===== config.mk =====
export PLATFORM = sky130hd
export DESIGN_NAME = wave_gen_ctrl
export DESIGN_NICKNAME = d
export VERILOG_FILES = /design/src/rtl/func_gen_pkg.sv /design/src/rtl/div_sweep_step.sv /design/src/rtl/wave_gen_ctrl.sv
export SDC_FILE = /design/constraint.sdc
export NUM_CORES = 1
export LEC_CHECK = 0
export BUFFER_PORTS_ARGS = -buffer_cell sky130_fd_sc_hd__buf_2
export CORE_MARGIN = 8
export CORE_UTILIZATION = 63
export CTS_BUF_LIST = sky130_fd_sc_hd__clkbuf_8
export DETAILED_ROUTE_END_ITERATION = 8
export PLACE_DENSITY = 0.9
export RECOVER_POWER = 25
export SYNTH_ARGS = -nofsm -noshare
export SYNTH_HDL_FRONTEND = slang
export SYNTH_HIERARCHICAL = 1
export SYNTH_SLANG_ARGS = --single-unit

===== constraint.sdc =====
create_clock -name clk -period 6.77 [get_ports clk]
set_input_delay 0.677 -clock clk [delete_from_list [all_inputs] [get_ports clk]]
set_output_delay 0.677 -clock clk [all_outputs]
set_load 0.005 [all_outputs]

===== src/rtl/func_gen_pkg.sv =====
// Shared definitions for the function-generator control path: waveform codes,
// controller state encoding, divider defaults and the configuration record.
package func_gen_pkg;

  typedef enum logic [1:0] {
    WAVE_SINE   = 2'd0,
    WAVE_TRI    = 2'd1,
    WAVE_SQUARE = 2'd2,
    WAVE_SAW    = 2'd3
  } wave_t;

  typedef enum logic [1:0] {
    IDLE  = 2'd0,
    RUN   = 2'd1,
    PEND  = 2'd2,
    SWEEP = 2'd3
  } state_t;

  localparam logic [31:0] PKG_DEFAULT_DIV = 32'd50;
  localparam logic [31:0] PKG_MIN_DIV     = 32'd1;
  localparam int unsigned LUT_SIZE        = 256;

  // One fully decoded configuration, as held in the shadow or active registers.
  typedef struct packed {
    wave_t       wave;
    logic [31:0] div;
    logic [31:0] div_end;
    logic [31:0] step;
    logic        sweep;
    logic        dir_up;
  } cfg_t;

  function automatic logic [31:0] clamp_div(input logic [31:0] value,
                                            input logic [31:0] min_value);
    return (value < min_value) ? min_value : value;
  endfunction

endpackage


===== src/rtl/div_sweep_step.sv =====
// One saturating sweep step: moves cur toward div_end by step and flags arrival.
// Sums are formed 33 bits wide so neither direction can wrap.
module div_sweep_step (
  input  logic [31:0] cur,
  input  logic [31:0] step,
  input  logic [31:0] div_end,
  input  logic        dir_up,
  output logic [31:0] next,
  output logic        reached
);

  logic [32:0] cur_x;
  logic [32:0] step_x;
  logic [32:0] end_x;
  logic [32:0] sum_up;
  logic [32:0] lim_dn;

  assign cur_x  = {1'b0, cur};
  assign step_x = {1'b0, step};
  assign end_x  = {1'b0, div_end};
  assign sum_up = cur_x + step_x;
  // Going down, cur - step <= end is tested as cur <= end + step to avoid underflow.
  assign lim_dn = end_x + step_x;

  always_comb begin
    // NOTE: every output gets a default first so no path leaves it unassigned
    // and no latch is inferred.
    next    = cur;
    reached = 1'b0;
    if (dir_up) begin
      reached = (sum_up >= end_x);
      next    = reached ? div_end : sum_up[31:0];
    end else begin
      reached = (cur_x <= lim_dn);
      next    = reached ? div_end : (cur - step);
    end
  end

endmodule


===== src/rtl/wave_gen_ctrl.sv =====
// Waveform controller: accepts configuration commands and applies them only at
// LUT wrap boundaries, optionally sweeping the divider one step per period.
module wave_gen_ctrl
  import func_gen_pkg::*;
#(
  parameter logic [31:0] DEFAULT_DIV = PKG_DEFAULT_DIV,
  parameter logic [31:0] MIN_DIV     = PKG_MIN_DIV
) (
  input  logic        clk,
  input  logic        rst,
  input  logic        cmd_valid,
  output logic        cmd_ready,
  input  logic [1:0]  cmd_wave,
  input  logic [31:0] cmd_div,
  input  logic        cmd_sweep_en,
  input  logic [31:0] cmd_div_end,
  input  logic [15:0] cmd_div_step,
  input  logic        wrap_pulse,
  input  logic        stop,
  output logic [1:0]  wave_sel,
  output logic [31:0] clk_div,
  output logic        gen_en,
  output logic        sweep_done,
  output logic        busy
);

  state_t      state;
  state_t      state_next;
  cfg_t        in_cfg;
  cfg_t        shadow;
  logic [31:0] act_end;
  logic [31:0] act_step;
  logic        act_dir_up;
  logic        accept;
  logic [31:0] sweep_next;
  logic        sweep_reached;

  // Decode and clamp the incoming command once, for both apply paths.
  always_comb begin
    in_cfg         = '0;
    in_cfg.wave    = wave_t'(cmd_wave);
    in_cfg.div     = clamp_div(cmd_div, MIN_DIV);
    in_cfg.div_end = clamp_div(cmd_div_end, MIN_DIV);
    in_cfg.step    = {16'd0, cmd_div_step};
    in_cfg.dir_up  = (in_cfg.div_end > in_cfg.div);
    in_cfg.sweep   = cmd_sweep_en && (cmd_div_step != 16'd0)
                     && (in_cfg.div != in_cfg.div_end);
  end

  assign accept = cmd_valid && cmd_ready;

  div_sweep_step u_step (
    .cur     (clk_div),
    .step    (act_step),
    .div_end (act_end),
    .dir_up  (act_dir_up),
    .next    (sweep_next),
    .reached (sweep_reached)
  );

  // State register.
  always_ff @(posedge clk) begin
    // NOTE: sequential state uses non-blocking assignments so every register
    // samples pre-edge values regardless of process ordering.
    if (rst) state <= IDLE;
    else     state <= state_next;
  end

  // Next-state logic; an accept in SWEEP wins over a same-cycle wrap.
  always_comb begin
    state_next = state;
    if (stop) begin
      state_next = IDLE;
    end else begin
      unique case (state)
        IDLE:  if (accept)     state_next = in_cfg.sweep ? SWEEP : RUN;
        RUN:   if (accept)     state_next = PEND;
        PEND:  if (wrap_pulse) state_next = shadow.sweep ? SWEEP : RUN;
        SWEEP: begin
          if (accept)                         state_next = PEND;
          else if (wrap_pulse && sweep_reached) state_next = RUN;
        end
        default: state_next = IDLE;
      endcase
    end
  end

  // Output logic.
  always_comb begin
    cmd_ready = (state != PEND) && !stop && !rst;
    busy      = (state != IDLE);
  end

  // Active outputs, sweep parameters and shadow configuration.
  always_ff @(posedge clk) begin
    // NOTE: the shadow register is explicitly cleared on reset so a command
    // pending when reset hits can never be applied afterwards.
    if (rst) begin
      wave_sel   <= WAVE_SINE;
      clk_div    <= DEFAULT_DIV;
      gen_en     <= 1'b0;
      sweep_done <= 1'b0;
      act_end    <= '0;
      act_step   <= '0;
      act_dir_up <= 1'b0;
      shadow     <= '0;
    end else begin
      sweep_done <= 1'b0;
      if (stop) begin
        gen_en <= 1'b0;
        shadow <= '0;
      end else begin
        unique case (state)
          IDLE: if (accept) begin
            wave_sel   <= in_cfg.wave;
            clk_div    <= in_cfg.div;
            act_end    <= in_cfg.div_end;
            act_step   <= in_cfg.step;
            act_dir_up <= in_cfg.dir_up;
            gen_en     <= 1'b1;
          end
          RUN: if (accept) shadow <= in_cfg;
          PEND: if (wrap_pulse) begin
            wave_sel   <= shadow.wave;
            clk_div    <= shadow.div;
            act_end    <= shadow.div_end;
            act_step   <= shadow.step;
            act_dir_up <= shadow.dir_up;
            gen_en     <= 1'b1;
          end
          SWEEP: begin
            if (accept) begin
              shadow <= in_cfg;
            end else if (wrap_pulse) begin
              clk_div    <= sweep_next;
              sweep_done <= sweep_reached;
            end
          end
          default: ;
        endcase
      end
    end
  end

endmodule


==> results of run 1 <==
[cell families after synthesis]
| family | Yosys count | share of synthesized area, % |
|---|---|---|
| AO/OA/AOI/OAI | 600 | 27.4 |
| AND/OR/NAND/NOR | 596 | 17.5 |
| buffers and inverters | 279 | 7.57 |
| adder cells (fa/ha/maj) | 194 | 16.1 |
| flip-flops | 171 | 22.4 |
| multiplexers | 86 | 5.64 |
| XOR/XNOR | 60 | 3.44 |
| other | 1 | 0.0246 |
[what timing repair did]
item	CTS	global route
setup buffers	0	0
resized for setup	0	3
setup endpoints to repair	0	18
[stage by stage]
stage	cells	worst slack [ns]	hold slack [ns]	power (W)
2_1_floorplan	2033	1.46	0.436	0.00173
3_3_place_gp	2370	0.557	0.441	0.00197
3_5_place_dp	2370	0.408	0.446	0.00199
4_1_cts	2402	0.363	0.431	0.00276
5_1_grt	2406	0.0302	0.441	0.00292
6_report	2406	0.342	0.439	0.00279
[metal layers]
layer	GRT usage [%]	share of wire (%)
met5	0	0
met4	11.2	3.0
met3	7.73	12
met2	49.6	42
met1	45.7	43
[registers in the layout, summed over array words and instances (netlist names)]
signal	flops
act_end	32
clk_div	32
wave_sel	2
gen_en	1
act_dir_up	1
state	2
sweep_done	1
act_step	16
shadow	84
[worst max path at each step]
stage	from	end	slack (ns)	cells after the start
floorplan	act_step[8]$_SDFFE_PP0P_	clk_div[7]$_SDFFE_PP0P_	1.46	28
global placement	act_step[1]$_SDFFE_PP0P_	clk_div[5]$_SDFFE_PP1P_	0.56	23
detailed placement	act_step[1]$_SDFFE_PP0P_	clk_div[12]$_SDFFE_PP0P_	0.41	25
CTS	act_step[1]$_SDFFE_PP0P_	clk_div[7]$_SDFFE_PP0P_	0.36	24
global route	act_end[10]$_SDFFE_PP0P_	clk_div[13]$_SDFFE_PP0P_	0.03	26
finish	act_end[0]$_SDFFE_PP0P_	clk_div[0]$_SDFFE_PP0P_	0.34	26
[final cells by class]
type                    count  area (um2)  area share [%]
clock inverters            14         180            1.09
inverters                 139         522            3.17
flip-flops and latches    171        3430            20.8
multi-input cells        1583       10900            66.2
well taps                 324         405            2.46
clock buffers              18         248            1.51
diodes                      4        10.0          0.0608
repair buffers            153         768            4.67
[critical path, delay by kind of cell, from the launching register on]
kind,cells,cell delay [ns]
flip-flops,1,0.40
buffers and inverters,2,0.32
adder cells (fa/ha/maj),3,0.94
AND/OR/NAND/NOR,5,0.85
multiplexers,1,0.15
XOR/XNOR,1,0.12
AO/OA/AOI/OAI,14,3.55
[cell usage in the layout, fill, tap and decap left out, drive strengths merged, types with 8 or more instances in the layout]
| cell type | Yosys | layout |
|---|---|---|
| nand2b | 16 | 16 |
| a21oi | 215 | 215 |
| a22oi | 14 | 14 |
| a31oi | 10 | 10 |
| buf | 46 | 124 |
| nor3 | 17 | 17 |
| nand2 | 219 | 219 |
| xor2 | 20 | 20 |
| or2 | 8 | 8 |
| a211o | 11 | 11 |
| a221oi | 10 | 10 |
| dfxtp | 171 | 171 |
| o21a | 9 | 9 |
| o211ai | 8 | 8 |
| clkbuf | 94 | 47 |
| and3 | 12 | 12 |
| and4 | 8 | 8 |
| nor2 | 203 | 203 |
| or3 | 8 | 8 |
| o22ai | 11 | 11 |
| nor2b | 15 | 15 |
| inv | 139 | 145 |
| a221o | 24 | 24 |
| a21o | 53 | 53 |
| xnor2 | 40 | 40 |
| ha | 191 | 191 |
| nand3 | 21 | 21 |
| o21bai | 11 | 11 |
| nor4 | 27 | 27 |
| a211oi | 92 | 92 |
| o21ai | 66 | 66 |
| mux2i | 86 | 86 |
| conb | 1 | 47 |
| nand4 | 29 | 29 |
[power by group]
group | internal, W | switching (W) | leakage (nW)
registers | 0.00104 | 0.0000571 | 1.39
clock network | 0.000353 | 0.000425 | 0.209
logic | 0.000357 | 0.000565 | 5.60
==> results.cfg, run 1 <==
[routing]
drt_pass1_iterations = 7
vias = 15700
drc = 0
via_per_inst = 6.51
ant_nets = 0
wl_per_cell_um = 20.6
wl_um = 49600
dr.first_iter.drc_count = 2194

[synthesis]
ys_async_sr_fraction_pct = 0
synth_top_cell_area_share_pct = 22.4
ys_top_cells_by_count = 219 x nand2_1, 215 x a21oi_1, 203 x nor2_1, 191 x ha_1, 171 x dfxtp_1
ys.flop_type = dfxtp_1
yosysWarnings = 6
synth_area_leaders = dfxtp_1 22%, ha_1 16%, a21oi_1 7.1%
synth_area_mm2 = 0.0153
synthDistinctLibCells = 78
yosysMostFrequentCell = nand2_1
syn_avg_cell_area_um2 = 7.68
synth_top_cell_by_area = dfxtp_1
synth-edff-count = 0
ys_seq_area_share_pct = 22.4
syn_inst = 1987
synth_seq_cells = 171

[timing]
worstMarginPinSlew_ns = 3.99
skew_ns = 0.0161
period_share_pct = 94.9
timing.fmax_mhz = 156
setup_viol = 0
slew_violations = 86
period_minus_slack_ns = 6.43
fin_setup_tns_ns = 0
slew_headroom_pct = -166
rsz0062_at_grt = false
hold_viol_final = 0

[worst_setup_path]
cp_max_fo = 18
worstSetupStartpointType = flip-flop
criticalPathCategory = reg2reg
endpoint_kind = flip-flop
r2r_end = clk_div[0]$_SDFFE_PP0P_
worstReg2RegStart = act_end[0]$_SDFFE_PP0P_
crit_slowest_cell = a211oi_4
cpPeakStageDelay_ns = 0.80
crit_required_ns = 7.18
reg2reg_slack_ns = 0.34
cp.arrival_ns = 6.83
reg2reg_depth = 26

[floorplanning]
rows = 57
num_io_pins = 126
core_area_mm2 = 0.0240
die_y_um = 172
fp.dieW_um = 172
start_util_pct = 63.5
dieArea_mm2 = 0.0295

[global_route]
grt_max_degree = 87
antenna_found_initial = 4
grt_pass1_vias = 14700
grt_util_all_layers_pct = 33.0
overflow = 0
grt_pass1_wl_um = 77400

[layout]
area_growth_pct = 7.86
final_util_pct = 68.5
post-route-cell-area_mm2 = 0.0165
drive_above_1_share_pct = 10.8
nets = 2347
fill_cells = 2021

[status]
violations = capacitance limit, slew limit
status = finished, violations left

[min_path]
hold_depth = 3
whs_endpoint = shadow[99]$_SDFFE_PP0P_
worstHoldStart = cmd_wave[1]
hold_class = in2reg

[placed_design]
portBuffers = 125
finalWeightedCongestion = 0.978
post_dp_cell_area_mm2 = 0.0161
dpl.hpwl_um = 38100

[job]
drv_cap = 1

[power]
peakVddDrop_v = 0.000145
p_per_area_mw_per_mm2 = 170
p_leak_nw = 7.20

[clocking]
clock-root-buffer = clkbuf_8
clkSinkCount = 171
clkLatencyLatePin_ns = 0.48
ctsHtreeMaxLevel = 4
cts_buffers = 17
cts_tree = done
postCtsHoldBufs = 0
clockBufferDepth = 2
clkTransAtPathRegs_ns = 0.10
No activity file was read; power rests on OpenSTA's default activity.
==> run 2, diff against run 1 <==
ABC_AREA = 1   (was default)
CORE_UTILIZATION = 64   (was 63)
PLACE_DENSITY = 0.91   (was 0.9)
==> results.cfg, run 2 <==
[global_route]
antenna_found_initial = 2
overflow = 0
grt_util_all_layers_pct = 38.3
grt_pass1_vias = 17800
grt_pass1_wl_um = 95400
grt_max_degree = 94

[layout]
diodes = 0
area_growth_pct = 6.44
final_common_cell = nand2_1
reg_top3 = shadow (84), act_end (32), clk_div (32)
drive_above_1_share_pct = 7.19
post-route-cell-area_mm2 = 0.0176
largest-register = shadow
largest_reg_flops = 84
mostFrequentLayoutCells = 590 x nand2_1, 310 x a21oi_1, 295 x inv_1
nets = 2995
final_util_pct = 68.4

[timing]
hold_viol_final = 0
period_share_pct = 90.4
setup_viol = 0
period_minus_slack_ns = 6.12
timing.fmax_mhz = 163
slew_violations = 94
hold_slack_ns = 0.432
slew_headroom_pct = -32.4
worstMarginPinSlew_ns = 1.98
rsz0062_at_grt = false
skew_ns = 0.0235
fin_setup_tns_ns = 0

[clocking]
clkSinkCount = 171
clockBufferDepth = 2
postCtsSetupBuffers = 0
postCtsHoldBufs = 0
post_cts_resized = 0
clock-root-buffer = clkbuf_8
clkTransAtPathRegs_ns = 0.13
clkLatencyLatePin_ns = 0.50
cts_tree = done
ctsHtreeMaxLevel = 4
cts_buffers = 17

[routing]
dr_wl_met3_um = 7950
vias = 19100
top_layer = met5
met2_length_um = 26300
ant_nets = 0
wl_per_cell_um = 20.1
via_per_inst = 6.24
wl_um = 61400
drc = 0
met1_length_um = 24900
dr.first_iter.drc_count = 2715
drt_pass1_iterations = 8

[placed_design]
dpl.hpwl_um = 47700
post_dp_cell_area_mm2 = 0.0172
finalWeightedCongestion = 1.07
portBuffers = 125

[power]
p_per_area_mw_per_mm2 = 162
total_power_w = 0.00285
power.share.switching_pct = 42.8
p_clk_share_pct = 28.1
pwr-share-seq_pct = 37.8
p_int_w = 0.00163
p_leak_nw = 9.02
pwr-share-comb_pct = 34.1
peakVddDrop_v = 0.000155
p_sw_w = 0.00122

[floorplanning]
num_io_pins = 126
start_util_pct = 64.3
fp.dieW_um = 177
core_area_mm2 = 0.0257
rows = 59
dieArea_mm2 = 0.0312
die_y_um = 177

[synthesis]
yosysWarnings = 6
synth_area_mm2 = 0.0165
synth_area_leaders = dfxtp_1 21%, ha_1 14%, nand2_1 13%
synth_top_cell_area_share_pct = 20.7
syn_inst = 2650
ys_async_sr_fraction_pct = 0
synth_seq_cells = 171
synthDistinctLibCells = 49
ys.flop_type = dfxtp_1
synth-edff-count = 0
syn_avg_cell_area_um2 = 6.23
ys_top_cells_by_count = 588 x nand2_1, 310 x a21oi_1, 295 x inv_1, 260 x nor2_1, 196 x o21ai_0
ys_seq_area_share_pct = 20.7
synth_top_cell_by_area = dfxtp_1
yosysMostFrequentCell = nand2_1

[job]
drv_cap = 2

[status]
status = finished, violations left
violations = capacitance limit, slew limit

[worst_setup_path]
criticalPathCategory = reg2reg
cp_max_fo = 70
cp.arrival_ns = 6.38
endpoint_kind = flip-flop
worstSetupStartpointType = flip-flop
crit_required_ns = 7.03

[min_path]
hold_class = in2reg
run 2: per-layer routing:
layer | up-vias | track usage, %
met1 | 8754 | 51.6
met2 | 1377 | 58.1
met5 | - | 0
li1 | 8803 | -
met3 | 170 | 9.05
met4 | 4 | 15.0
run 2: cell type report:
class	count	area, um2
Clock buffer	17	234
Clock inverter	15	209
Fill cell	2348	8110
Inverter	309	1160
Multi-Input combinational cell	2076	11500
Sequential cell	171	3420
Tap cell	335	419
Timing Repair Buffer	138	678
run 2: final timing paths:
check                               start                  endpoint  slack (ns)  depth (start not counted)
setup / recovery    state[1]$_SDFFE_PP0P_  act_step[0]$_SDFFE_PP0P_        0.65                         10
hold / removal                cmd_wave[1]   shadow[99]$_SDFFE_PP0P_        0.43                          3
setup reg to reg    state[1]$_SDFFE_PP0P_  act_step[0]$_SDFFE_PP0P_        0.65                         10
hold reg to reg   shadow[99]$_SDFFE_PP0P_  wave_sel[1]$_SDFFE_PP0P_        0.49                          2
run 2: through the flow:
step	worst slack, ns	cells
2_1_floorplan	2.63	2696
3_3_place_gp	1.55	3029
3_5_place_dp	1.52	3029
4_1_cts	1.46	3061
5_1_grt	0.433	3061
6_report	0.649	3061
run 2: power by group through the flow:
stage | logic [W] | clock network, W | registers [W]
6_report | 0.000973 | 0.000802 | 0.00108
5_1_grt | 0.00106 | 0.000829 | 0.00108
4_1_cts | 0.000933 | 0.000791 | 0.00108
3_5_place_dp | 0.000923 | 0 | 0.00110
3_3_place_gp | 0.000908 | 0 | 0.00110
2_1_floorplan | 0.000659 | 0 | 0.00107
run 2: critical path, cell delays in order (launching register included):
cell and delay [ns]:
dfxtp_1 1.42, nand2_1 1.67, inv_1 0.37, nor2_1 0.09, nand2_1 0.20, nand2_1 0.11, nand2_1 0.07, buf_4 0.37
inv_2 0.51, o21ai_0 0.75, a31oi_1 0.25
run 2: cell families after synthesis:
family                   after synthesis  synth area share (%)
AO/OA/AOI/OAI                        617                  20.1
AND/OR/NAND/NOR                     1142                  29.4
buffers and inverters                449                  10.9
XOR/XNOR                              76                  4.03
flip-flops                           171                  20.7
other                                  1                0.0227
adder cells (fa/ha/maj)              194                  14.8
